**config.mk**
```make
export PLATFORM = sky130hd
export DESIGN_NAME = change_dispenser
export DESIGN_NICKNAME = d
export VERILOG_FILES = /design/src/rtl/change_dispenser.sv
export SDC_FILE = /design/constraint.sdc
export NUM_CORES = 1
export LEC_CHECK = 0
export ABC_AREA = 0
export BUFFER_PORTS_ARGS = -buffer_cell sky130_fd_sc_hd__buf_2
export CAP_MARGIN = 40
export CORE_ASPECT_RATIO = 1.25
export CORE_MARGIN = 5
export CORE_UTILIZATION = 35
export CTS_BUF_LIST = sky130_fd_sc_hd__clkbuf_4 sky130_fd_sc_hd__clkbuf_8 sky130_fd_sc_hd__clkbuf_16
export CTS_CLUSTER_SIZE = 16
export DETAILED_ROUTE_END_ITERATION = 16
export SKIP_LAST_GASP = 1
export SYNTH_ARGS = -nofsm -noshare
export SYNTH_HDL_FRONTEND = slang
export SYNTH_SLANG_ARGS = --single-unit
```
**constraint.sdc**
```tcl
create_clock -name CLK -period 6.6 [get_ports CLK]
set_clock_uncertainty 0.15 [all_clocks]
set_input_delay 0.33 -clock CLK [delete_from_list [all_inputs] [get_ports CLK]]
set_output_delay 0.33 -clock CLK [all_outputs]
set_load 0.01 [all_outputs]
```
**src/rtl/change_dispenser.sv**
```systemverilog
// Purpose : coin change dispenser. A request for Amount (50-won units) is paid
//           out greedily, largest denomination first, one hopper-acknowledged
//           coin at a time, from four 6-bit coin stocks that can be refilled.
// Latency : Req sampled at edge N -> Busy after N+1, first Return_x after N+2;
//           Amount=0 -> Done after N+2. Each coin waits for HopperAck
//           (ACK_TIMEOUT cycles max).
// Backpressure: Req is ignored while Busy; the hopper stalls payout by
//               withholding HopperAck.
// Ports   : CLK/RST (async, active-high); Req + Amount start a payout;
//           HopperAck confirms an ejected coin; Refill* add one coin each;
//           Return* eject commands (one-hot or zero); Busy/Done/Short/Fault
//           status; Remaining = amount still owed.
module change_dispenser #(
  parameter int unsigned INIT_COUNT  = 10,
  parameter int unsigned ACK_TIMEOUT = 15
) (
  input  logic       CLK,
  input  logic       RST,
  input  logic       Req,
  input  logic [6:0] Amount,
  input  logic       HopperAck,
  input  logic       Refill50,
  input  logic       Refill100,
  input  logic       Refill500,
  input  logic       Refill1000,
  output logic       Return50,
  output logic       Return100,
  output logic       Return500,
  output logic       Return1000,
  output logic       Busy,
  output logic       Done,
  output logic       Short,
  output logic       Fault,
  output logic [6:0] Remaining
);

  typedef enum logic [1:0] {
    S_IDLE     = 2'd0,
    S_SELECT   = 2'd1,
    S_DISPENSE = 2'd2,
    S_DONE     = 2'd3
  } state_t;

  // Denomination index: 0=50, 1=100, 2=500, 3=1000 won.
  function automatic logic [6:0] coin_val(input logic [1:0] idx);
    case (idx)
      2'd0:    coin_val = 7'd1;
      2'd1:    coin_val = 7'd2;
      2'd2:    coin_val = 7'd10;
      default: coin_val = 7'd20;
    endcase
  endfunction

  state_t      state_q, state_d;
  logic [6:0]  rem_q, rem_d;
  logic [5:0]  cnt_q [4];
  logic [5:0]  cnt_d [4];
  logic [3:0]  tmo_q, tmo_d;
  logic [1:0]  sel_q, sel_d;
  logic [3:0]  ret_q, ret_d;
  logic        busy_q, busy_d;
  logic        done_q, done_d;
  logic        short_q, short_d;
  logic        fault_q, fault_d;

  logic [3:0]  refill;
  logic [3:0]  dec;
  logic        pick_vld;
  logic [1:0]  pick_idx;

  assign refill = {Refill1000, Refill500, Refill100, Refill50};

  // Ascending scan: the last qualifying denomination wins, i.e. the largest.
  always_comb begin
    pick_vld = 1'b0;
    pick_idx = 2'd0;
    for (int i = 0; i < 4; i++) begin
      if (cnt_q[i] != 6'd0 && coin_val(2'(i)) <= rem_q) begin
        pick_vld = 1'b1;
        pick_idx = 2'(i);
      end
    end
  end

  // Next-state and registered-output logic.
  always_comb begin
    state_d = state_q;
    rem_d   = rem_q;
    tmo_d   = tmo_q;
    sel_d   = sel_q;
    ret_d   = ret_q;
    busy_d  = busy_q;
    done_d  = 1'b0;
    short_d = short_q;
    fault_d = fault_q;
    dec     = 4'b0000;

    case (state_q)
      S_IDLE: begin
        if (Req) begin
          state_d = S_SELECT;
          rem_d   = Amount;
          short_d = 1'b0;
          fault_d = 1'b0;
          busy_d  = 1'b1;
        end
      end

      S_SELECT: begin
        if (rem_q == 7'd0) begin
          state_d = S_DONE;
          done_d  = 1'b1;
        end else if (pick_vld) begin
          state_d = S_DISPENSE;
          sel_d   = pick_idx;
          tmo_d   = 4'd0;
          ret_d   = 4'b0001 << pick_idx;
        end else begin
          state_d = S_DONE;
          done_d  = 1'b1;
          short_d = 1'b1;
        end
      end

      S_DISPENSE: begin
        if (HopperAck) begin
          state_d    = S_SELECT;
          rem_d      = rem_q - coin_val(sel_q);
          dec[sel_q] = 1'b1;
          ret_d      = 4'b0000;
        end else if (tmo_q == 4'(ACK_TIMEOUT - 1)) begin
          // Timed out: the coin is not counted as paid.
          state_d = S_DONE;
          done_d  = 1'b1;
          fault_d = 1'b1;
          ret_d   = 4'b0000;
          tmo_d   = tmo_q + 4'd1;
        end else begin
          tmo_d = tmo_q + 4'd1;
        end
      end

      default: begin  // S_DONE
        state_d = S_IDLE;
        busy_d  = 1'b0;
      end
    endcase
  end

  // Coin stocks: refill saturates at 63; refill and payout of the same
  // denomination in one cycle cancel out.
  always_comb begin
    for (int i = 0; i < 4; i++) begin
      cnt_d[i] = cnt_q[i];
      if (refill[i] && !dec[i]) begin
        if (cnt_q[i] != 6'd63) cnt_d[i] = cnt_q[i] + 6'd1;
      end else if (!refill[i] && dec[i]) begin
        cnt_d[i] = cnt_q[i] - 6'd1;
      end
    end
  end

  always_ff @(posedge CLK or posedge RST) begin
    if (RST) begin
      state_q <= S_IDLE;
      rem_q   <= 7'd0;
      tmo_q   <= 4'd0;
      sel_q   <= 2'd0;
      ret_q   <= 4'b0000;
      busy_q  <= 1'b0;
      done_q  <= 1'b0;
      short_q <= 1'b0;
      fault_q <= 1'b0;
      for (int i = 0; i < 4; i++) cnt_q[i] <= 6'(INIT_COUNT);
    end else begin
      state_q <= state_d;
      rem_q   <= rem_d;
      tmo_q   <= tmo_d;
      sel_q   <= sel_d;
      ret_q   <= ret_d;
      busy_q  <= busy_d;
      done_q  <= done_d;
      short_q <= short_d;
      fault_q <= fault_d;
      for (int i = 0; i < 4; i++) cnt_q[i] <= cnt_d[i];
    end
  end

  assign Return50   = ret_q[0];
  assign Return100  = ret_q[1];
  assign Return500  = ret_q[2];
  assign Return1000 = ret_q[3];
  assign Busy       = busy_q;
  assign Done       = done_q;
  assign Short      = short_q;
  assign Fault      = fault_q;
  assign Remaining  = rem_q;

endmodule
```
Word-level counts from Yosys, hierarchy flattened
Index checks and enable logic that the tools add are counted. W data, S select, Z words.

Muxes and demuxes: 58. Div/mod/pow operators: 0. Reduce and logical (&&, ||, !) cells: 48. Shift-type cells: 1. Add/sub/neg operators: 10. Bitwise logic cells: 2. Equal/unequal tests: 21. Multipliers: 0. Magnitude comparators: 6.

Operators with widths (count): $mux W6 (12); $mux W4 (9); $mux W7 (4); $add A6 B1 Y6 const B (4); $ne A6 B6 Y1 const B (4); $reduce_bool A6 Y1 (4); $sub A6 B1 Y6 const B (4); $mux W1 (18); $pmux W4 S2 (2); $reduce_and A4 Y1 (4); $pmux W5 S3 (1); $ne A2 B2 Y1 const B (7); $pmux W7 S2 (1); $reduce_bool A2 Y1 (7); $logic_and A1 B1 Y1 (13); $reduce_and A2 Y1 (6); $mux W2 (5); $logic_not A1 Y1 (8); $ne A2 B1 Y1 const B (4); $pmux W1 S2 (4); $le A1 B7 Y1 const A (1); $le A2 B7 Y1 const A (1); $le A4 B7 Y1 const A (1); $le A5 B7 Y1 const A (1); other kinds (16) (21).

Memories kept: 0. Latch bits: 0. ROM bits: 0. Memory bits (writable): 0. Logic and storage cells: 159. Register bits after elaboration: 47. Output and inout bits: 15. Bits of input ports: 15.

Depth between registers and ports, before layout
Word-level depth: 10. Depth in mapped cells: 12. Depth with buffers taken out: 11.

Worst setup path before layout
No wires, ideal clock.

Path type: flip-flop to flip-flop. Start point: register state_q[0]. End point: register cnt_q[11] (netlist name). Arrival time: 2.343 ns. Path buffers: 1. Library setup time: 0.123 ns. Required time: 6.327 ns. Clock period less this slack: 2.616 ns. Stages on the path, launching flop included: 13. Path slack: 3.984 ns. Cell sequence: dfrtp_1 -> inv_1 -> ha_1 -> clkbuf_1 -> nand3_1 -> nand2_1 -> ha_1 -> a211oi_1 -> o21bai_1 -> a21oi_1 -> xnor2_1 -> nand2_1 -> xnor2_1.

Cells in the longest elaborated chain, start to end: 6. Elaborated cells between the ends (all ways): 9. Those cells by class: eq/ne (2); mux (2); reduce/logical (5).

RTL lines: start, declared (line 54) `state_t state_q, state_d;`; start signal, assigned (line 176) `state_q <= state_d;`; $eq A2 B2 Y1 (*) (line 98) `case (state_q)`; $mux W4 (*) (line 98); $logic_not A1 Y1 (line 155) `if (refill[i] && !dec[i]) begin`; $logic_and A1 B1 Y1 (line 155); $ne A2 B1 Y1 (no source line) / $reduce_bool A2 Y1 (equally long branches); $reduce_and A2 Y1 (no source line); end, declared (line 56) `logic [5:0] cnt_q [4];`.

Mark *: on every way between the ends. The rest lies on a longest branch, timed or not. A chain may end at the register's enable or synchronous reset.

Worst setup path after layout
Same ends and word-level chain as after synthesis.

==> results.cfg <==
[placed_design]
portBuffers = 29
routabilityCongestion = 0.8508
preCtsSetupSlack_ps = 3717
dp_hpwl_mm = 5.161
dpl_cell_area_um2 = 3628

[cells_and_area]
drive_gt1_share_pct = 19.89
diodes = 0
syn2layout_area_growth_pct = 13.78
final_cell_area_um2 = 3771
fin_nets = 422

[setup_path]
critPathTopFamily = simple AND/OR/NAND/NOR gates
crit_path_start_kind = register
slowest_stage = dfrtp_1
path_cells = inv_1 > ha_1 > buf_4 > nand3_1 > nand2_1 > ha_1 > a211oi_1 > o21bai_1 > a21oi_1 > xnor2_1 > nand2_1 > xnor2_1
cp_data_arrival_time_ps = 2910
required_ps = 6620
path_class = register to register
cp_max_fo = 30
slowest_delay_ps = 410
end_kind = register
crit_buf_inv = 2

[global_route]
grt_max_degree = 38
grt_pass1_vias = 2529
overflow = 0
gr-usage-met2_pct = 21.42
grt_pass1_wl_mm = 11.85
top_usage_layer = met2
met3_usage_pct = 2.180
antenna_found_initial = 0
met1_usage_pct = 15.33
track_usage_pct = 12.16

[floorplanning]
num_rows = 39
die_width_um = 97.04
initial_utilization_pct = 35.94
core_area_um2 = 9223
die_h_um = 118.8
num_io_pins = 30
die_area_um2 = 11530

[sta]
rsz0062_at_grt = no
period_share_pct = 43.84
fmax_ghz = 0.3456
finalHoldViolations = 0
setup_violations = 0
setup_tns_ps = 0
drv_slew = 0
slew_headroom_pct = 55.83
tightest_slew_ps = 658.1
setup_slack_ps = 3707
period_needed_ps = 2893

[yosys]
synth_ff_type = dfrtp_1
synth_cell_type_count = 51
yosys.area.top_type = dfrtp_1
synth_warnings = 0
yosys_register_bits = 47
syn-num-nets = 387
syn_area_um2 = 3314
synthCells = 333
synth_edf_count = 0
yosysTopAreaCellShare_pct = 29.45
synth_area_leaders = dfrtp_1 (29%), ha_1 (13%), dfstp_2 (6.3%)
ys_seq_area_share_pct = 35.79
async_flop_share_pct = 100.0
syn_area_per_cell_um2 = 9.953

[run_status]
status = completed

[clock_tree]
cts-resized-gates = 0
cts_buffers = 5
cts_tree = yes
cts.sinks = 47
clk_latency_ps = 280
cts_hold_buf = 1
clk_path_buf_depth = 2
clkTransAtPathRegs_ps = 60
postCtsSetupRepairBufs = 0
htree_levels = 2
cts-root-buf = clkbuf_16

[power]
vdd_ir_drop_max_mv = 0.2065
leakagePower_nw = 1.711
powerDensity_nw_per_um2 = 500.8

[routing]
wirelength_mm = 6.675
drt_iter0_drc = 57
drtPass1Iterations = 4
drcViolationCount = 0
vias_per_cell = 5.120
via_count = 2509
ant_nets = 0
wl_per_cell_um = 13.62

[job]
cap_viol_max_count = 0

[min_path]
hp-class = input port to register
## synth_stat cells, types with 3 or more instances
cell type	instances
nor3_1	6
clkbuf_1	3
nor2b_1	4
dfstp_2	8
a22o_1	5
xnor2_1	14
fa_1	5
a21o_1	8
dfrtp_1	39
mux2_2	8
nand3_1	7
mux2i_1	8
a21oi_1	28
nand2_1	29
nor2_1	27
xor2_1	10
o211ai_1	7
o21ai_0	18
inv_1	17
mux2_4	4
ha_1	34
nand4_1	6
## power breakdown
part           leakage (nW)  switching (W)  internal (W)
Sequential            0.558       0.000173      0.000438
Clock                0.0662       0.000104      0.000141
Combinational          1.09       0.000534      0.000499
Total                  1.71       0.000811       0.00108
## sequential cells by signal, indices dropped and copies added (netlist names)
register / count
Busy: 1
Done: 1
Fault: 1
Remaining: 7
Short: 1
cnt_q: 24
ret_q: 4
sel_q: 2
state_q: 2
tmo_q: 4
## path summary, 6_finish.rpt
kind                            start  slack, ps  depth (start not counted)           end
max                        state_q[0]       3710                         12     cnt_q[11]
max in group asynchronous         RST       5380                          4     cnt_q[19]
min                         Amount[0]        180                          3  Remaining[0]
max reg2reg                state_q[0]       3710                         12     cnt_q[11]
min reg2reg                 cnt_q[17]        340                          1     cnt_q[17]
min in group asynchronous         RST        370                          3      cnt_q[4]
## worst reg2reg max path: stages, from the launching register on
cell	delay, ps
dfrtp_1	410
inv_1	130
ha_1	160
buf_4	310
nand3_1	190
nand2_1	250
ha_1	300
a211oi_1	230
o21bai_1	100
a21oi_1	180
xnor2_1	140
nand2_1	80
xnor2_1	160
## cell type report
cell class              instances  area, µm²
multi-input cells             264       2044
inverters                      17      63.81
repair buffers                 33      190.2
well taps                     123      153.9
flip-flops and latches         47       1186
fillers                       919       5451
clock buffers                   6      132.6
## layout by cell type, fill, tap and decap left out, types with 8 or more instances in the layout
master / Yosys / final
nor2_1: 27 / 27
dfstp_2: 8 / 8
a21o_1: 8 / 8
mux2_2: 8 / 8
ha_1: 34 / 34
a21oi_1: 28 / 28
nand2_1: 29 / 29
xnor2_1: 14 / 14
buf_2: 1 / 29
o21ai_0: 18 / 18
xor2_1: 10 / 10
dfrtp_1: 39 / 39
mux2i_1: 8 / 8
inv_1: 17 / 16
## layer usage
| metal | vias up | wire, µm |
|---|---|---|
| li1 | 1267 | - |
| met1 | 1211 | 3095 |
| met2 | 24 | 3368 |
| met3 | 7 | 131 |
| met4 | 0 | 80 |
| met5 | - | 0 |
## stage by stage
stage	total power [W]	hold WS [ps]	instances	util (%)
after floorplan	0.001419	314.1	333	-
after global placement	0.001626	333.2	482	39.13
after detailed placement	0.001659	133.1	483	39.34
after CTS	0.001916	177.4	490	40.89
after global routing	0.002078	198.5	490	40.89
final	0.001888	178.8	490	40.89
## cell families (layout without fill, tap and decap cells)
kind of cell,after synthesis,count (layout),synth area share [%]
AND/OR/NAND/NOR,94,94,14.91
XOR/XNOR,24,24,6.342
multiplexers,20,20,6.946
buffers and inverters,22,56,2.529
flip-flops,47,47,35.79
AO/OA/AOI/OAI,87,87,17.63
adder cells (fa/ha/maj),39,39,15.86
Note: power is estimated with default switching activity, not from simulation.
